## src/rtl/float_to_double.sv

```systemverilog
// IEEE-754 single to double converter with stb/ack handshakes on both sides.
// Define FLOAT_TO_DOUBLE_DENORM_EN to normalise denormals instead of flushing.
module float_to_double (
   input  logic        clock,
   input  logic        reset_n,
   input  logic [31:0] input_a,
   input  logic        input_a_stb,
   output logic        input_a_ack,
   output logic [63:0] output_z,
   output logic        output_z_stb,
   input  logic        output_z_ack
);

   typedef enum logic [1:0] {
      GET_A      = 2'd0,
      UNPACK     = 2'd1,
`ifdef FLOAT_TO_DOUBLE_DENORM_EN
      NORMALISE  = 2'd2,
`endif
      PUT_RESULT = 2'd3
   } state_e;

   state_e      state_q, state_d;
   logic [31:0] a_q, a_d;
   logic [63:0] res_q, res_d;
   logic [63:0] z_q, z_d;
   logic        ack_q, ack_d;
   logic        stb_q, stb_d;
`ifdef FLOAT_TO_DOUBLE_DENORM_EN
   logic [23:0] m_q, m_d;
   logic [10:0] e_q, e_d;
`endif

   logic        sgn;
   logic [7:0]  exp_w;
   logic [22:0] man_w;

   assign sgn   = a_q[31];
   assign exp_w = a_q[30:23];
   assign man_w = a_q[22:0];

   always_comb begin
      state_d = state_q;
      a_d     = a_q;
      res_d   = res_q;
      z_d     = z_q;
      ack_d   = ack_q;
      stb_d   = stb_q;
`ifdef FLOAT_TO_DOUBLE_DENORM_EN
      m_d     = m_q;
      e_d     = e_q;
`endif
      unique case (state_q)
         GET_A: begin
            if (!ack_q) begin
               ack_d = 1'b1;
            end else if (input_a_stb) begin
               a_d     = input_a;
               ack_d   = 1'b0;
               state_d = UNPACK;
            end
         end
         UNPACK: begin
            state_d = PUT_RESULT;
            if (exp_w == 8'hFF) begin
               // NaN payload kept, quiet bit forced
               if (man_w == 23'd0)
                  res_d = {sgn, 11'h7FF, 52'd0};
               else
                  res_d = {sgn, 11'h7FF, 1'b1, man_w[21:0], 29'd0};
            end else if (exp_w == 8'h00) begin
               res_d = {sgn, 63'd0};
`ifdef FLOAT_TO_DOUBLE_DENORM_EN
               if (man_w != 23'd0) begin
                  m_d     = {1'b0, man_w};
                  e_d     = 11'd897;
                  state_d = NORMALISE;
               end
`endif
            end else begin
               res_d = {sgn, {3'b0, exp_w} + 11'd896, man_w, 29'd0};
            end
         end
`ifdef FLOAT_TO_DOUBLE_DENORM_EN
         NORMALISE: begin
            if (m_q[23]) begin
               res_d   = {sgn, e_q, m_q[22:0], 29'd0};
               state_d = PUT_RESULT;
            end else begin
               m_d = {m_q[22:0], 1'b0};
               e_d = e_q - 11'd1;
            end
         end
`endif
         PUT_RESULT: begin
            if (!stb_q) begin
               z_d   = res_q;
               stb_d = 1'b1;
            end else if (output_z_ack) begin
               stb_d   = 1'b0;
               state_d = GET_A;
            end
         end
         default: begin
            state_d = GET_A;
         end
      endcase
   end

   always_ff @(posedge clock or negedge reset_n) begin
      if (!reset_n) begin
         state_q <= GET_A;
         a_q     <= 32'd0;
         res_q   <= 64'd0;
         z_q     <= 64'd0;
         ack_q   <= 1'b0;
         stb_q   <= 1'b0;
`ifdef FLOAT_TO_DOUBLE_DENORM_EN
         m_q     <= 24'd0;
         e_q     <= 11'd0;
`endif
      end else begin
         state_q <= state_d;
         a_q     <= a_d;
         res_q   <= res_d;
         z_q     <= z_d;
         ack_q   <= ack_d;
         stb_q   <= stb_d;
`ifdef FLOAT_TO_DOUBLE_DENORM_EN
         m_q     <= m_d;
         e_q     <= e_d;
`endif
      end
   end

   assign input_a_ack  = ack_q;
   assign output_z     = z_q;
   assign output_z_stb = stb_q;

endmodule

```

## config.mk

```make
export PLATFORM = sky130hd
export DESIGN_NAME = float_to_double
export DESIGN_NICKNAME = d
export VERILOG_FILES = /design/src/rtl/float_to_double.sv
export SDC_FILE = /design/constraint.sdc
export NUM_CORES = 1
export LEC_CHECK = 0
export ABC_AREA = 1
export BUFFER_PORTS_ARGS = -buffer_cell sky130_fd_sc_hd__clkbuf_2
export CORE_MARGIN = 3
export CORE_UTILIZATION = 48
export DETAILED_ROUTE_END_ITERATION = 8
export GPL_TIMING_DRIVEN = 0
export PLACE_DENSITY = 0.74
export SYNTH_ARGS = -nofsm -noshare
export SYNTH_HDL_FRONTEND = slang
export SYNTH_SLANG_ARGS = --single-unit
```

## constraint.sdc

```tcl
create_clock -name clock -period 1.38 [get_ports clock]
set_clock_uncertainty 0.1 [all_clocks]
set_input_delay 0 -clock clock [delete_from_list [all_inputs] [get_ports clock]]
set_output_delay 0 -clock clock [all_outputs]
set_load 0.1 [all_outputs]
```

==> Word-level counts from Yosys, hierarchy flattened <==
Index checks and enable logic that the tools add are counted.
{ "word_totals": {"regBits": 164, "inputBits": 36} }
{ "classes": {"eq_ne": 7, "n_mux": 12, "bitwise": 1, "add_sub_neg": 1, "reduce_logical": 6} }
{ "op_table": {"columns": ["cell", "n"], "rows": [
  ["$mux 63", 2],
  ["$mux 52", 1],
  ["$logic_not 23->1", 1],
  ["$add 8x10->11 const B", 1],
  ["$eq 8x8->1 const B", 1],
  ["$logic_not 8->1", 1],
  ["$mux 2", 4],
  ["$ne 2x2->1 const B", 4],
  ["$pmux 2 s3", 1],
  ["$mux 1", 4],
  ["$reduce_and 4->1", 1],
  ["$reduce_and 3->1", 1],
  ["$eq 2x1->1 const B", 1],
  ["$eq 2x2->1 const B", 1],
  ["$logic_not 2->1", 1],
  ["$reduce_and 2->1", 1],
  ["$not 1->1", 1]
]} }

==> Longest topological paths before layout <==
{ "logic_depth": {"word_depth": 3, "ltp_mapped": 8} }

==> Least setup slack after synthesis <==
OpenSTA, ideal clock, no wires.
{ "synth_timing": {"kind": "register to register", "start": "reg stb_q, in the netlist output_z_stb", "end": "reg z_q[61], in the netlist output_z[61]", "path_stages_with_launch": 5, "synth_period_minus_slack_ps": 1963, "setup_slack_ps": -583, "setup_time_ps": 126, "n_path_buf": 1, "arrival_time_ps": 1738, "path_cell_list": "dfrtp_1 inv_1 nand2_4 buf_6 mux2_4"} }
{ "synth_via": {"elab_chain_cells": 2} }
{ "synth_rtl": {"columns": ["element", "line", "source"], "rows": [
  ["start, declared", "28", "logic stb_q, stb_d;"],
  ["start signal, assigned", "128", "stb_q <= stb_d;"],
  ["$not 1->1 (no line)", null, null],
  ["$reduce_and 2->1 (no line)", null, null],
  ["end signal, assigned", "126", "z_q <= z_d;"],
  ["end, declared", "26", "logic [63:0] z_q, z_d;"]
]} }
No other way between the ends.
A chain may end at the register's enable or synchronous reset.

==> Final worst setup path <==
{ "layout_timing": {"start": "reg state_q[0]", "end": "reg a_q[10]"} }
{ "layout_via": {"elab_chain_cells": 2} }
{ "layout_rtl": {"columns": ["element", "line", "source"], "rows": [
  ["start, declared", "23", "state_e state_q, state_d;"],
  ["start signal, assigned", "123", "state_q <= state_d;"],
  ["$logic_not 2->1", "53", "unique case (state_q)"],
  ["$reduce_and 3->1 (no line)", null, null],
  ["end signal, assigned", "113", "a_q <= 32'd0;"],
  ["end signal, assigned", "124", "a_q <= a_d;"],
  ["end, declared", "24", "logic [31:0] a_q, a_d;"]
]} }
No other way between the ends.

==> flow_summary.json <==
{
  "status": "finished, final reports clean",
  "crit_family": "simple AND/OR/NAND/NOR gates",
  "antenna_found_initial": 0,
  "hold_viol_final": 0,
  "hpwl_mm": 6.42,
  "synth_area_leaders": "dfrtp_1 60%, nand2_1 11%, o21ai_0 7.7%",
  "routed_via_density": 4.79,
  "synth-warning-count": 0,
  "max_stage_delay_ns": 0.42,
  "dpl.cell_count": 654,
  "post_route_cells_drive_above_1_share_pct": 28.7,
  "slew_headroom_pct": 52.7,
  "synth_top_area_share_pct": 60.3,
  "critPathCaptureType": "register",
  "irDropWorstVdd_mv": 1.37,
  "pre_cts_slack_ns": -0.121,
  "start_util_pct": 50.5,
  "ant_nets": 0,
  "grt_overflow_total": 0,
  "drc_errors": 0,
  "syn_avg_cell_area_um2": 9.44,
  "worst_slack_ns": 0.0151,
  "drv_slew": 0,
  "start_kind": "register",
  "numCtsBuffers": 9,
  "core_mm2": 0.00838,
  "rsz0062_at_grt": "yes",
  "synth_cells": 448,
  "synth.distinct_cells": 20,
  "final_nets": 638,
  "routedWlPerCell_um": 13.6,
  "clk_pin_slew_ns": 0.09,
  "cts_tree": "built",
  "drt_wl_total_mm": 9.66,
  "grt_pass1_vias": 3434,
  "fin_crit_ns": 1.36,
  "crit_type": "register to register",
  "final_util_pct": 66.4,
  "setup_viol": 0,
  "p_leak_nw": 2.92,
  "holdCritPathClass": "input pin to async pin",
  "gp_congestion": 0.801,
  "critPathMostFrequentCell": "nand2_1",
  "num_rows": 33,
  "ys_seq_elements": 102,
  "num_vias": 3409,
  "syn-cell-area_mm2": 0.00423,
  "area_growth_pct": 31.6,
  "io_buffers": 72,
  "dpl-instance-area_mm2": 0.00488,
  "worst-path-max-fanout": 10,
  "post-route-cell-area_mm2": 0.00557,
  "drtIter0Drc": 169,
  "cp_cell_sequence": "nor2_2, inv_1, nor2_4, inv_2, buf_6, nand2_1, nand2_1",
  "seq_area_frac_synth_pct": 60.3,
  "cts.sinks": 102,
  "crit_buf_inv": 3,
  "crit_slowest_cell": "dfrtp_1",
  "diodes": 0,
  "floorplan.io_pins": 102,
  "layoutNonFillerInstCount": 712,
  "maxCapViolCount": 0,
  "clock_path_buffers": 2,
  "grt_max_degree": 53,
  "root_buffer": "clkbuf_8",
  "required_ns": 1.54,
  "die_area_mm2": 0.00998,
  "cp.arrival_ns": 1.52,
  "first_pass_iters": 5,
  "grt_pass1_wl_mm": 15.6,
  "power.density_mw_per_mm2": 2570,
  "totalNegativeSetupSlack_ns": 0,
  "grt_util_all_layers_pct": 19.9,
  "fp.dieH_um": 99.9,
  "die_w_um": 99.9,
  "fin_crit_sh_pct": 98.9,
  "cts_htree_levels": 3,
  "fmax_mhz": 733,
  "tightestPinTransition_ns": 0.709,
  "yosysTopAreaCell": "dfrtp_1",
  "clkLatencyLatePin_ns": 0.37
}
-- cell type report --
cell class / instances / area [um2]
Inverter: 39 / 149
Clock inverter: 5 / 36.3
Buffer: 50 / 392
Tap cell: 105 / 131
Sequential cell: 102 / 2560
Multi-Input combinational cell: 285 / 1360
Clock buffer: 11 / 131
Timing Repair Buffer: 115 / 806
Fill cell: 648 / 2820
-- cell usage in the layout, fill, tap and decap left out, types with 2 or more instances in the layout --
master | synthesis | final
clkinvlp_4 | 0 | 3
o21ai_1 | 0 | 5
buf_4 | 31 | 42
inv_2 | 3 | 4
nor3_2 | 0 | 2
nor2_2 | 0 | 3
inv_1 | 36 | 34
nand3_1 | 24 | 22
clkbuf_1 | 7 | 2
buf_2 | 11 | 4
nor2_1 | 21 | 18
o21ai_0 | 65 | 60
clkbuf_8 | 0 | 9
buf_6 | 1 | 7
clkbuf_4 | 0 | 4
mux2_4 | 6 | 6
dfrtp_1 | 102 | 100
nand2_1 | 128 | 126
dfrtp_4 | 0 | 2
clkbuf_2 | 0 | 71
dlygate4sd3_1 | 0 | 35
nand3_2 | 0 | 2
mux2_2 | 5 | 5
conb_1 | 1 | 29
-- layer usage --
metal	GRT usage, %	vias to the layer above	wire (um)
met2	33.7	109	4910
met3	2.78	27	548
met5	0	-	0
li1	-	1662	-
met4	11.2	0	314
met1	24.4	1611	3890
-- synth_stat cells --
cell,number
nand2_1,128
nand2_4,1
mux2_4,6
buf_4,31
buf_6,1
mux2_2,5
nor2_1,21
nand4_1,1
dfrtp_1,102
clkbuf_1,7
inv_2,3
o211ai_1,1
conb_1,1
inv_1,36
nor3_1,2
nor2_4,1
buf_2,11
a21oi_1,1
o21ai_0,65
nand3_1,24
-- final timing paths --
path                                   from      endpoint  slack (ns)  depth (start not counted)
worst max-delay path             state_q[0]       a_q[10]        0.02                          7
worst min-delay path                reset_n  output_z_stb        0.15                          2
worst max register to register   state_q[0]       a_q[10]        0.02                          7
worst min register to register    res_q[55]     res_q[55]        0.39                          2
max in group asynchronous           reset_n     res_q[35]        0.35                          3
min in group clock              input_a[16]       a_q[16]        0.27                          4
-- cell families after synthesis --
family          count (synthesis)  share of synthesized area (%)
flops                         102                           60.3
simple gates                  178                           17.0
other cells                     1                         0.0886
mux                            11                           3.46
buf+inv                        89                           11.2
compound gates                 67                           7.99
-- flip-flops by register name, summed over array words and instances (netlist names) --
name and cells:
output_z 33, output_z_stb 1, state_q 2, res_q 33, a_q 32, input_a_ack 1
-- through the flow --
step / total power [mW] / hold WS [ns]
floorplan: 10.8 / -0.396
global placement: 12.0 / 0.108
detailed placement: 12.2 / 0.0157
CTS: 14.0 / 0.162
global route: 15.1 / 0.211
finish: 14.3 / 0.148
-- timing repair --
item                                    CTS  global route
hold buffers                             35             0
hold endpoints to repair                 85             0
buffers inserted                          2             5
resized for setup                        19            36
endpoints found under the setup margin   86            78
pin swaps                                 2             5
-- report_power, final --
part	switching [mW]	leakage [nW]	internal (mW)	total, mW
clock	1.00	0.0755	0.657	1.66
sequential	0.754	1.29	4.30	5.05
combinational	5.72	1.55	1.86	7.58
total	7.47	2.92	6.81	14.3
Note: power is estimated with default switching activity, not from simulation.
